File: config.mk
export PLATFORM = sky130hd
export DESIGN_NAME = multicycle_sequencer_flat
export DESIGN_NICKNAME = d
export VERILOG_FILES = /design/src/rtl/multicycle_sequencer_if.sv /design/src/rtl/multicycle_sequencer.sv /design/src/flat_wrapper.sv
export SDC_FILE = /design/constraint.sdc
export NUM_CORES = 1
export LEC_CHECK = 0
export ABC_AREA = 1
export CAP_MARGIN = 30
export CORE_MARGIN = 1.5
export CORE_UTILIZATION = 30
export DETAILED_ROUTE_END_ITERATION = 8
export HOLD_SLACK_MARGIN = 0.06
export PLACE_DENSITY = 0.55
export SYNTH_ARGS = -nofsm -noshare
export SYNTH_HDL_FRONTEND = slang
export SYNTH_SLANG_ARGS = --single-unit
File: constraint.sdc
create_clock -name clk -period 2.1 [get_ports clk]
set_input_delay 0.42 -clock clk [delete_from_list [all_inputs] [get_ports clk]]
set_output_delay 0.42 -clock clk [all_outputs]
set_load 0.05 [all_outputs]
File: src/rtl/multicycle_sequencer_if.sv
// Memory request/ready port between the multicycle sequencer and the memory.
// The master drives the request; the slave answers with ready/rdata.
interface multicycle_sequencer_if;
    logic        mem_req;
    logic        mem_we;
    logic        mem_addr_sel;
    logic        mem_ready;
    logic [31:0] mem_rdata;

    modport master (output mem_req, output mem_we, output mem_addr_sel,
                    input  mem_ready, input mem_rdata);
    modport slave  (input  mem_req, input mem_we, input mem_addr_sel,
                    output mem_ready, output mem_rdata);
endinterface

File: src/rtl/multicycle_sequencer.sv
// Multicycle main FSM for the MIPS-subset core: fetch over req/ready, decode,
// branch/jump resolution, and per-state datapath strobes.
module multicycle_sequencer #(
    parameter logic [31:0] PC_RESET    = 32'h0000_0000,
    parameter int          MEM_TIMEOUT = 15
) (
    input  logic                          clk,
    input  logic                          rst_n,
    multicycle_sequencer_if.master        mem,
    input  logic                          alu_zero,
    input  logic [31:0]                   rs_data,
    output logic [31:0]                   pc,
    output logic [31:0]                   ir,
    output logic [31:0]                   mdr,
    output logic                          reg_we,
    output logic [1:0]                    wb_sel,
    output logic [1:0]                    dst_sel,
    output logic [2:0]                    state_o,
    output logic                          trap
);
    typedef enum logic [2:0] {
        IDLE = 3'd0, FETCH = 3'd1, DECODE = 3'd2, EXEC = 3'd3,
        MEM = 3'd4, WB = 3'd5, TRAP = 3'd6
    } state_t;

    localparam logic [7:0] TMO_LAST = 8'(MEM_TIMEOUT - 1);

    state_t      state, state_n;
    logic [7:0]  wait_cnt;
    logic        req, we, addr_sel;

    logic [5:0]  op, funct;
    logic        is_r, is_jr, is_j, is_jal, is_beq, is_bne, is_lw, is_sw;
    logic        supported, ctrl_flow, br_taken;
    logic [31:0] br_off, j_target;

    assign op       = ir[31:26];
    assign funct    = ir[5:0];
    assign br_off   = {{14{ir[15]}}, ir[15:0], 2'b00};
    assign j_target = {pc[31:28], ir[25:0], 2'b00};

    always_comb begin
        is_r = 1'b0; is_jr = 1'b0; is_j = 1'b0; is_jal = 1'b0;
        is_beq = 1'b0; is_bne = 1'b0; is_lw = 1'b0; is_sw = 1'b0;
        supported = 1'b1;
        case (op)
            6'h00: begin
                case (funct)
                    6'h00, 6'h02, 6'h03, 6'h04, 6'h06, 6'h07,
                    6'h20, 6'h22, 6'h24, 6'h25, 6'h26, 6'h27,
                    6'h2A, 6'h2B: is_r = 1'b1;
                    6'h08:        is_jr = 1'b1;
                    default:      supported = 1'b0;
                endcase
            end
            6'h02: is_j   = 1'b1;
            6'h03: is_jal = 1'b1;
            6'h04: is_beq = 1'b1;
            6'h05: is_bne = 1'b1;
            6'h23: is_lw  = 1'b1;
            6'h2B: is_sw  = 1'b1;
            6'h08, 6'h0A, 6'h0B, 6'h0C, 6'h0D, 6'h0E, 6'h0F: ;
            default: supported = 1'b0;
        endcase
    end

    assign ctrl_flow = is_j | is_jal | is_jr | is_beq | is_bne;
    assign br_taken  = (is_beq & alu_zero) | (is_bne & ~alu_zero);

    always_comb begin
        state_n  = state;
        req      = 1'b0;
        we       = 1'b0;
        addr_sel = 1'b0;
        reg_we   = 1'b0;
        wb_sel   = 2'b00;
        dst_sel  = 2'b00;
        case (state)
            IDLE:   state_n = FETCH;
            FETCH: begin
                req = 1'b1;
                if (mem.mem_ready)          state_n = DECODE;
                else if (wait_cnt == TMO_LAST) state_n = TRAP;
            end
            DECODE: state_n = supported ? EXEC : TRAP;
            EXEC: begin
                // jal writes the return address while pc still holds it
                if (is_jal) begin
                    reg_we  = 1'b1;
                    wb_sel  = 2'b10;
                    dst_sel = 2'b10;
                end
                if (ctrl_flow)           state_n = FETCH;
                else if (is_lw || is_sw) state_n = MEM;
                else                     state_n = WB;
            end
            MEM: begin
                req      = 1'b1;
                addr_sel = 1'b1;
                we       = is_sw;
                if (mem.mem_ready)          state_n = is_lw ? WB : FETCH;
                else if (wait_cnt == TMO_LAST) state_n = TRAP;
            end
            WB: begin
                reg_we  = 1'b1;
                wb_sel  = is_lw ? 2'b01 : 2'b00;
                dst_sel = is_r  ? 2'b01 : 2'b00;
                state_n = FETCH;
            end
            TRAP:    state_n = TRAP;
            default: state_n = TRAP;
        endcase
    end

    always_ff @(posedge clk or negedge rst_n) begin
        if (!rst_n) begin
            state    <= IDLE;
            pc       <= PC_RESET;
            ir       <= '0;
            mdr      <= '0;
            wait_cnt <= '0;
        end else begin
            state <= state_n;
            // counter restarts whenever a new state (FETCH/MEM included) is entered
            if (state_n != state)              wait_cnt <= '0;
            else if (req && !mem.mem_ready)    wait_cnt <= wait_cnt + 8'd1;

            if (state == FETCH && mem.mem_ready) begin
                ir <= mem.mem_rdata;
                pc <= pc + 32'd4;
            end
            if (state == EXEC) begin
                if (is_j || is_jal) pc <= j_target;
                else if (is_jr)     pc <= rs_data;
                else if (br_taken)  pc <= pc + br_off;
            end
            if (state == MEM && mem.mem_ready && is_lw) mdr <= mem.mem_rdata;
        end
    end

    assign mem.mem_req      = req;
    assign mem.mem_we       = we;
    assign mem.mem_addr_sel = addr_sel;
    assign state_o          = state;
    assign trap             = (state == TRAP);
endmodule
File: src/flat_wrapper.sv
// flat-port wrapper written by rule: the top's interface ports become plain ports
module multicycle_sequencer_flat 
#(
    parameter logic [31:0] PC_RESET    = 32'h0000_0000,
    parameter int          MEM_TIMEOUT = 15
)
  (clk, rst_n, alu_zero, rs_data, pc, ir, mdr, reg_we, wb_sel, dst_sel, state_o, trap, mem_mem_req, mem_mem_we, mem_mem_addr_sel, mem_mem_ready, mem_mem_rdata);
  multicycle_sequencer_if mem_i ();
  input  logic clk;
  input  logic rst_n;
  input  logic alu_zero;
  input  logic [31:0] rs_data;
  output logic [31:0] pc;
  output logic [31:0] ir;
  output logic [31:0] mdr;
  output logic reg_we;
  output logic [1:0] wb_sel;
  output logic [1:0] dst_sel;
  output logic [2:0] state_o;
  output logic trap;
  output wire logic [$bits(mem_i.mem_req)-1:0] mem_mem_req;
  output wire logic [$bits(mem_i.mem_we)-1:0] mem_mem_we;
  output wire logic [$bits(mem_i.mem_addr_sel)-1:0] mem_mem_addr_sel;
  input wire logic [$bits(mem_i.mem_ready)-1:0] mem_mem_ready;
  input wire logic [$bits(mem_i.mem_rdata)-1:0] mem_mem_rdata;
  assign mem_mem_req = mem_i.mem_req;
  assign mem_mem_we = mem_i.mem_we;
  assign mem_mem_addr_sel = mem_i.mem_addr_sel;
  assign mem_i.mem_ready = mem_mem_ready;
  assign mem_i.mem_rdata = mem_mem_rdata;
  multicycle_sequencer #(.PC_RESET(PC_RESET), .MEM_TIMEOUT(MEM_TIMEOUT)) u_core (.clk(clk), .rst_n(rst_n), .mem(mem_i), .alu_zero(alu_zero), .rs_data(rs_data), .pc(pc), .ir(ir), .mdr(mdr), .reg_we(reg_we), .wb_sel(wb_sel), .dst_sel(dst_sel), .state_o(state_o), .trap(trap));
endmodule
==> results.md, run 1 <==
Status:
- The run finished, with violations left.
- The checks that failed: negative setup slack.

Power:
- The net switching power of the design is between 10 and 15 mW.
- For this design the ratio of total power to cell area is 1510 mW/mm^2.
- IR analysis of the VDD net gives a maximum drop of approximately 0.7 mV.
- The share of total power dissipated in combinational logic is just over 70%.
- The share of total power consumed by net switching is 52.9%.
- The overall power of the completed layout is roughly 20 mW.
- The fraction of power consumed by the clock network is 9.8%.
- In this run the static leakage power is 6.59 nW.
- The sequential power share is 17.8%.
- The internal portion of the total power is around 9.3 mW.

Global routing:
- The number of antenna violations at the first check in global routing is 3.
- Global routing used ~34% of the available met1 tracks.
- The overall global routing resource usage is about 24%.
- The first-pass GRT wire length is roughly 56000 um.
- The pin count of the biggest net entering global routing is just over 60.
- For this run, global-route usage on met2 was measured as roughly 39%.
- In this run the most used layer during global routing was met2.
- The global routing usage on met3 is about 3.6%.
- The via count of the first global-routing pass is between 9000 and 10000.
- The total overflow left after global routing is 0.

STA:
- Clock skew on the completed layout was measured at slightly below 0.02 ns.
- In the post-route analysis, the smallest setup slack over all paths is -0.0267 ns.
- Setup violations remaining at the end of the flow were counted as 1.
- The remaining max-slew budget at the tightest pin is between 50 and 60%.
- For the pin with the worst max-slew slack, the measured transition is around 0.67 ns.
- The final hold violation count is 0.
- The maximum operating frequency is 470 MHz.
- The post-route worst hold slack is 0.493 ns.
- After layout, the worst path uses 101% of the clock period.
- The sum of negative setup slack is -0.0267 ns.
- The number of pins with negative max-slew slack in the final report came to 0.
- The worst path in the final design needs a cycle of 2.13 ns, including I/O delays and setup.
- Setup repair after global routing could not meet its margin everywhere.

Clock tree:
- The number of clock sinks is 107.
- The worst-case clock buffer depth is 2.
- For the worst-skew pair, the clock arrives at the later sink with an insertion delay of approximately 0.37 ns.
- The number of buffers added by the clock tree synthesis step is 9.
- TritonCTS built the clock tree.
- After clock tree synthesis, the clock-pin slew on the worst setup and hold paths is around 0.09 ns.
- The clock root buffer is clkbuf_16.
- CTS built an H-tree with a depth of 3.

Worst setup path:
- The endpoint type of the worst setup path is a flop.
- The type of the worst setup path is reg -> reg.
- Counting stages on the worst path, the most repeated cell is nand2_4.
- The worst register-to-register path begins at u_core.ir[0].
- The family of cells with the greatest summed delay on the critical path is simple AND/OR/NAND/NOR gates.
- STA classifies the critical path startpoint as a flop.
- At the worst endpoint, the arrival time is approximately 2.4 ns.
- The setup slack of the worst register-to-register path is -0.03 ns.
- The top fanout value on the critical path is 4.
- Walking the worst path, the cells encountered are ha_4 > inv_2 > fa_2 > inv_2 > nand3_2 > nand2_2 > nand2_2 > nand2_4 > nand2_4 > nand2_4 > buf_6 > xnor2_2 > nand2_1 > o211ai_1 > nand2_1.
- The maximum single-stage delay on the critical path is roughly 0.40 ns.
- Data on the critical path is required at its endpoint by between 2 and 2.5 ns.
- In this run the worst setup path begins at u_core.ir[0].
- The cell with the biggest individual delay on the critical path is fa_2.
- Counting both buffers and inverters, the worst setup path holds a total of 3.

Final layout:
- In the final layout, the share of cells above drive strength 1 is about a quarter.
- The final net count is 1767.
- Measured on the finished design, the core utilization comes to 46.9%.
- Compared with the post-synthesis result, the final layout area differs by 52.4%.
- The final cell area excluding filler cells is 0.0132 sq mm.
- The final non-filler cell total is 2049.
- The number of antenna diodes in the final layout is 0.

Yosys:
- The most frequently used flop master after synthesis is dfrtp_1.
- The synthesized net count is roughly 1500.
- The Yosys step of the flow raised 0 warnings.
- The sequential share of the synthesized area is between 30% and 40%.
- The fraction of synthesized cell area taken by the top area cell type is 31.0%.
- The synthesized design contains about 110 register bits.
- In the synthesized netlist the async set-or-reset flop fraction comes to 100%.
- The cell taking the most area after synthesis is dfrtp_1.
- The number of cells produced by synthesis is around 1400.
- The number of different library cells in the post-synthesis netlist is 44.
- Yosys mapped a number of flops with a built-in enable equal to 0.
- After synthesis, the cell types taking the most area are dfrtp_1 31%, nand2_1 21%, inv_1 7.7%, nor2_1 6.0%, nand3_1 5.7%.
- In this run the mean area of a mapped cell was approximately 6.4 sq um.
- In this run the cell area of the synthesized design comes to ~0.0086 sq mm.

Detailed routing:
- The number of remaining DRC errors is 0.
- The first detailed-routing pass took 7 iterations.
- The routed via count is between 9000 and 10000.
- The routed via count divided by cell count is 4.85.
- In this run the remaining antenna-violating nets after routing total 0.
- The routed wire length is 36600 um.
- The first routing iteration left roughly 790 violations.
- In the final routed layout, each cell accounts on average for around 18 um.

Floorplanning:
- In this run the vertical extent of the chip is between 150 and 200 um.
- The die footprint is 0.0298 sq mm.
- The width of the chip is roughly 170 um.
- The initialized floorplan defines 61 standard-cell rows.
- For this configuration, the core starts out at a cell density of ~31%.
- The area of the core is 0.0281 sq mm.
- During I/O placement, the number of pins put on the boundary was roughly 180.

Placement:
- The routability-driven placement congestion ratio is slightly above 0.9.
- Timing analysis after detailed placement gives a worst setup slack of -0.0975 ns.
- Port buffering added approximately 180 buffers.
- In this run the cell area measured after placement is 0.0119 sq mm.
- In this run, placement finished with an instance count of around 2000.
- The half-perimeter wire length after placement is slightly below 30000 um.

Flow run:
- Across the run, the number of max-cap violations was 0.

Min path:
- The worst hold path startpoint is u_core.mdr[2].
- The class of the tightest hold or removal check is reg -> reg.
[what timing repair did]
| item | in CTS | in global routing |
|---|---|---|
| setup endpoints to repair | 23 | 34 |
| pin swaps | 15 | 37 |
| hold buffers | 1 | 0 |
| hold endpoints to repair | 29 | 0 |
| resized for setup | 47 | 136 |
| setup buffers | 15 | 9 |
| gates cloned | 0 | 0 |
[cell usage after synthesis (7+ instances only)]
cell and count:
xnor2_1 12, xor2_1 31, nand3_1 99, buf_2 16, o21ai_0 84, inv_2 8, o21ai_1 11, nor2_1 139
nor2_2 13, a32o_1 13, ha_1 32, nand4_1 13, dfrtp_1 107, clkbuf_1 16, nor3_1 12, nand2_1 478
a22oi_1 7, inv_1 177, a21oi_1 28
[cells by family after synthesis]
group	count (synthesis)	synth area share [%]
DFF	107	31.0
adders and majority gates	33	4.86
AOI/OAI and AO/OA	158	10.7
buffers and inverters	225	10.3
and+or+nand+nor	789	38.8
xor gates and xnor gates	43	4.36
[final timing paths]
check / end / cells after the start
worst max register to register: u_core.pc[14] / 15
worst min-delay path: u_core.mdr[2] / 2
min in group asynchronous: u_core.wait_cnt[5] / 2
worst min register to register: u_core.mdr[2] / 2
max in group asynchronous: u_core.pc[17] / 3
worst max-delay path: u_core.pc[14] / 15
[power by group through the flow]
stage	clock network, mW	registers [mW]	logic (mW)
after global placement	0	3.47	12.8
after global routing	2.08	3.62	15.5
final	1.94	3.54	14.4
after CTS	2.01	3.40	13.3
after detailed placement	0	3.46	12.8
after floorplan	0	5.57	5.31
[sequential cells by signal, summed over array words and instances (netlist names)]
signal           cells
u_core.ir           32
u_core.mdr          32
u_core.pc           32
u_core.state_o       3
u_core.wait_cnt      8
[layout by cell type, fill, tap and decap left out, drive strengths merged, types with 13 or more instances in the layout]
cell type and instances:
buf 222, inv 187, a21oi 29, xor2 31, o21ai 95, nor2 158
nand4 14, nand3 103, nor3 13, a32o 13, dfrtp 107, nand2 489
ha 32, clkdlybuf4s50 105
[tightest hold or removal path, stage by stage (launching register included)]
cell and delay (ns):
dfrtp_1 0.35, nand2_1 0.05, o21ai_0 0.06
[layout make-up]
type	count	area [sq um]
Fill cell	2972	14900
Multi-Input combinational cell	1023	5860
Timing Repair Buffer	338	3090
Sequential cell	107	2700
Inverter	187	722
Tap cell	378	473
Clock buffer	9	225
Clock inverter	7	108
[metal layers]
metal	wire length (um)	vias up	part of all wire (%)
met3	2460	48	6.7
met1	16700	4626	46
met5	0	-	0
met2	16500	372	45
met4	977	0	2.7
li1	-	4900	-
(Power assumes the default switching activity.)
==> inputs of run 2 (changes only) <==
Settings changed: ABC_AREA 1 to unset, PLACE_DENSITY 0.55 to 0.57.
==> run 2 against run 1 <==
Against the previous run:
- the flow still finishes with violations (negative setup slack)
- non-clock buffer count grew 77
- sequential cell count is the same
- synthesized area decreased by 19%
- combinational power down 98%
- wire length shrank 25%
- cell count down 29%
- first-iteration DRC count shrank 24%
- clock-buffer cell count stayed put
- cell area decreased by 5.6%
- global-route usage is 1.8 points lower
- critical path depth decreased by 6
- critical path type unchanged
- highest routed layer unchanged
==> results.md, run 2 <==
STA:
- The final worst clock skew is about 0.018 ns.
- The number of pins with negative max-slew slack in the final report came to 0.
- The post-route minimum period is ~2.7 ns.
- For this run, the top clock speed supported by timing is 371 MHz.
- Dividing the final minimum period by the clock period gives 128%.
- The final hold violation count is 0.
- Setup violations remaining at the end of the flow were counted as between 40 and 50.
- Hold is met by 0.510 ns.
- Setup repair after global routing could not meet its margin everywhere.
- The final worst setup slack is -0.592 ns.
- The pin slew with the least headroom to its limit is about 0.5 ns.
- The remaining max-slew budget at the tightest pin is 65.6%.

Yosys:
- The average size of a mapped cell is 9.55 sq um.
- By count the netlist is led by 107 x dfrtp_1, 62 x mux2_2, 58 x nand2_1, 58 x nor2_1, 52 x a21oi_1.
- After synthesis, flip-flops and latches occupy between 30% and 40% of the total area.
- The biggest area contributor in the post-synthesis netlist is dfrtp_1.
- The synthesized net count is ~840.
- During synthesis, Yosys emitted a total of 0 warnings.
- The most frequently used flop master after synthesis is dfrtp_1.
- The number of different library cells in the post-synthesis netlist is 65.
- The fraction of synthesized cell area taken by the top area cell type is 38.0%.
- After synthesis, the share of flip-flops with an asynchronous set or reset is between 90% and 100%.
- The post-synthesis sequential element count is 107.
- The most used standard cell by instance count after synthesis is dfrtp_1.
- The number of cells produced by synthesis is about 740.
- By area the synthesized netlist is led by dfrtp_1 38%, mux2_2 9.9%, ha_1 5.7%, xnor2_1 4.4%, a21oi_1 3.7%.
- The netlist area before placement is a little over 0.007 sq mm.
- The number of enable-type register cells in the synthesized netlist is 0.

Worst setup path:
- The setup path with the least slack is of type reg -> reg.
- The worst setup path is captured at a flop.
- The capture point of the worst reg-to-reg path is u_core.pc[30].
- The kind of start point of the critical path is a flop.
- For the worst setup path, the data required time is between 2 and 2.5 ns.
- In this run the worst path has a maximum fanout of 7.
- At the worst endpoint, the arrival time is 2.94 ns.
- Across all register-to-register paths, the minimum setup slack is -0.59 ns.
- Counting cells, the worst reg-to-reg path comes to 9.
- The beginning of the worst register-to-register path is u_core.ir[15].

Clock tree:
- Clock tree synthesis found a total of between 100 and 150 sinks.
- The worst-case clock buffer depth is 2.
- The tree is rooted in a clkbuf_16.
- The clock tree synthesis step divided the H-tree into 3 levels.
- The number of buffers added by the clock tree synthesis step is 9.
- The insertion delay to the later sink of the worst-skew pair is 0.37 ns.
- The CTS tree is yes.
- The clock-pin slew of the registers on the worst-case setup and hold paths is ~0.08 ns.

Placement:
- The count of buffers from port buffering is 175.
- The wire-length estimate of the detail-placed layout is ~21000 um.
- The routability-driven placement congestion ratio is about 0.88.

Power:
- The power density over cell area is 350 mW/mm^2.
- In this run the static leakage power is around 5.5 nW.
- The maximum vdd drop is around 0.48 mV.

Final layout:
- The final net count is roughly 1200.
- Measured on the finished design, the core utilization comes to between 50% and 60%.
- The top cell types in the final layout, fill and taps aside, are 253 x buf_4, 102 x clkdlybuf4s50_1, 63 x dfrtp_1, 53 x nand2_1, 50 x nor2_1.
- The share of cells above drive strength 1 is a little under half.
- In the final layout, the registers with the most flip-flops are u_core.ir (32), u_core.mdr (32), u_core.pc (32).
- The area growth from synthesis to layout is 76.4%.
- 0 antenna diodes ended up in the layout.
- The most common cell after layout, fill and taps aside is buf_4.

Global routing:
- For met3 alone, demand over resource in global routing was under 10%.
- The total overflow left after global routing is 0.
- The first global-routing pass estimated 42000 um of wire.
- In the global route stage, met1 resource usage came out at a little under a third.
- Entering global routing, the biggest net connects 44 pins.
- Global routing used 36.1% of the available met2 tracks.
- The via count of the first global-routing pass is approximately 7600.
- In this run the most used layer during global routing was met2.
- The overall global routing resource usage is between 20 and 25%.
- The number of antenna violations at the first check in global routing is 0.

Floorplanning:
- Once the floorplan was initialized, standard cells occupied ~30% of the core.
- The floorplan has 55 rows.
- After floorplanning, the core was sized to cover 0.0228 sq mm.
- approximately 180 I/O pins were placed.
- The chip height is around 160 um.
- The die covers around 0.024 sq mm.
- The width of the chip is 156 um.

Detailed routing:
- The count of TritonRoute iterations in the first routing pass is 5.
- The antenna violation net count after detailed routing is 0.
- For this run, design rule violations remaining after detail routing come to 0.
- The starting DRC count in detailed routing is ~600.
- In the routed layout, each cell is associated on average with a via count of between 5 and 6.
- The per-cell routed wire length is between 15 and 20 um.
- The routed wire length is ~27000 um.
- The routed via count is 7408.

Min path:
- The worst hold path belongs to the class reg -> reg.
- The startpoint identified for the worst hold timing path is u_core.mdr[18].
- Along the worst hold path, the cell count comes to 1.
- The path with the worst hold slack has its endpoint at u_core.mdr[18].

Flow run:
- Max-cap violations in this run came to 0.

Status:
- The run finished, with violations left.
- The checks that failed: negative setup slack.
[run 2: worst max-delay path: stages, from the launching register on]
cell and delay (ns):
dfrtp_4 0.57, ha_4 0.25, nand4_1 0.17, nor2_1 0.07, a32o_1 0.25, a21o_1 0.19, o41a_1 0.37, a211oi_2 0.28
xnor2_1 0.11, a221o_1 0.32
[run 2: logic make-up after synthesis]
family	after synthesis	share of synthesized area, %
buffers and inverters	51	3.06
adder cells (fa/ha/maj)	33	5.97
flip-flops	107	38.0
XOR/XNOR	56	6.96
multiplexers	69	10.9
AO/OA/AOI/OAI	193	18.5
AND/OR/NAND/NOR	229	16.6
[run 2: stage by stage]
stage / power (mW) / TNS [ns] / area [sq um] / setup slack, ns / cells
3_3_place_gp: 2.32 / -22.03 / 11300 / -0.604 / 1411
2_1_floorplan: 2.12 / -8.38 / 7790 / -0.548 / 738
4_1_cts: 4.39 / -10.83 / 12100 / -0.591 / 1444
3_5_place_dp: 2.32 / -23.43 / 11300 / -0.649 / 1411
5_1_grt: 4.47 / -14.60 / 12400 / -0.693 / 1449
6_report: 4.35 / -10.23 / 12400 / -0.592 / 1449
[run 2: how the worst max path moves through the flow]
| stage | startpoint | to | slack (ns) | depth (start not counted) |
|---|---|---|---|---|
| floorplan | u_core.ir[15] | u_core.pc[30] | -0.55 | 10 |
| global placement | mem_mem_ready | u_core.pc[16] | -0.60 | 7 |
| detailed placement | mem_mem_ready | u_core.pc[29] | -0.65 | 9 |
| CTS | u_core.ir[15] | u_core.pc[30] | -0.59 | 9 |
| global route | u_core.ir[15] | u_core.pc[30] | -0.69 | 9 |
| finish | u_core.ir[15] | u_core.pc[30] | -0.59 | 9 |
[run 2: final cells by class]
type	count	area [sq um]
fillers	2097	10400
multi-input cells	580	5110
repair buffers	415	3770
flip-flops and latches	107	2740
well taps	313	392
clock buffers	9	225
clock inverters	7	124
inverters	18	71.3
[run 2: routing by layer]
| layer | vias up | wire, um |
|---|---|---|
| met5 | - | 0 |
| met4 | 0 | 476 |
| met3 | 30 | 1180 |
| met2 | 203 | 12800 |
| met1 | 3640 | 12800 |
| li1 | 3535 | - |
[run 2: power by group]
part | switching [mW] | internal, mW | total, mW
clock | 0.887 | 1.18 | 2.07
combinational | 0.0955 | 0.127 | 0.222
sequential | 0.00154 | 2.06 | 2.06
[run 2: what timing repair did]
| item | in CTS | in global routing |
|---|---|---|
| setup endpoints to repair | 73 | 73 |
| cloned | 1 | 1 |
| hold buffers | 1 | 0 |
| gates resized for setup | 81 | 54 |
| pin swaps | 34 | 30 |
| buffers inserted | 16 | 9 |
| hold endpoints to repair | 31 | 0 |
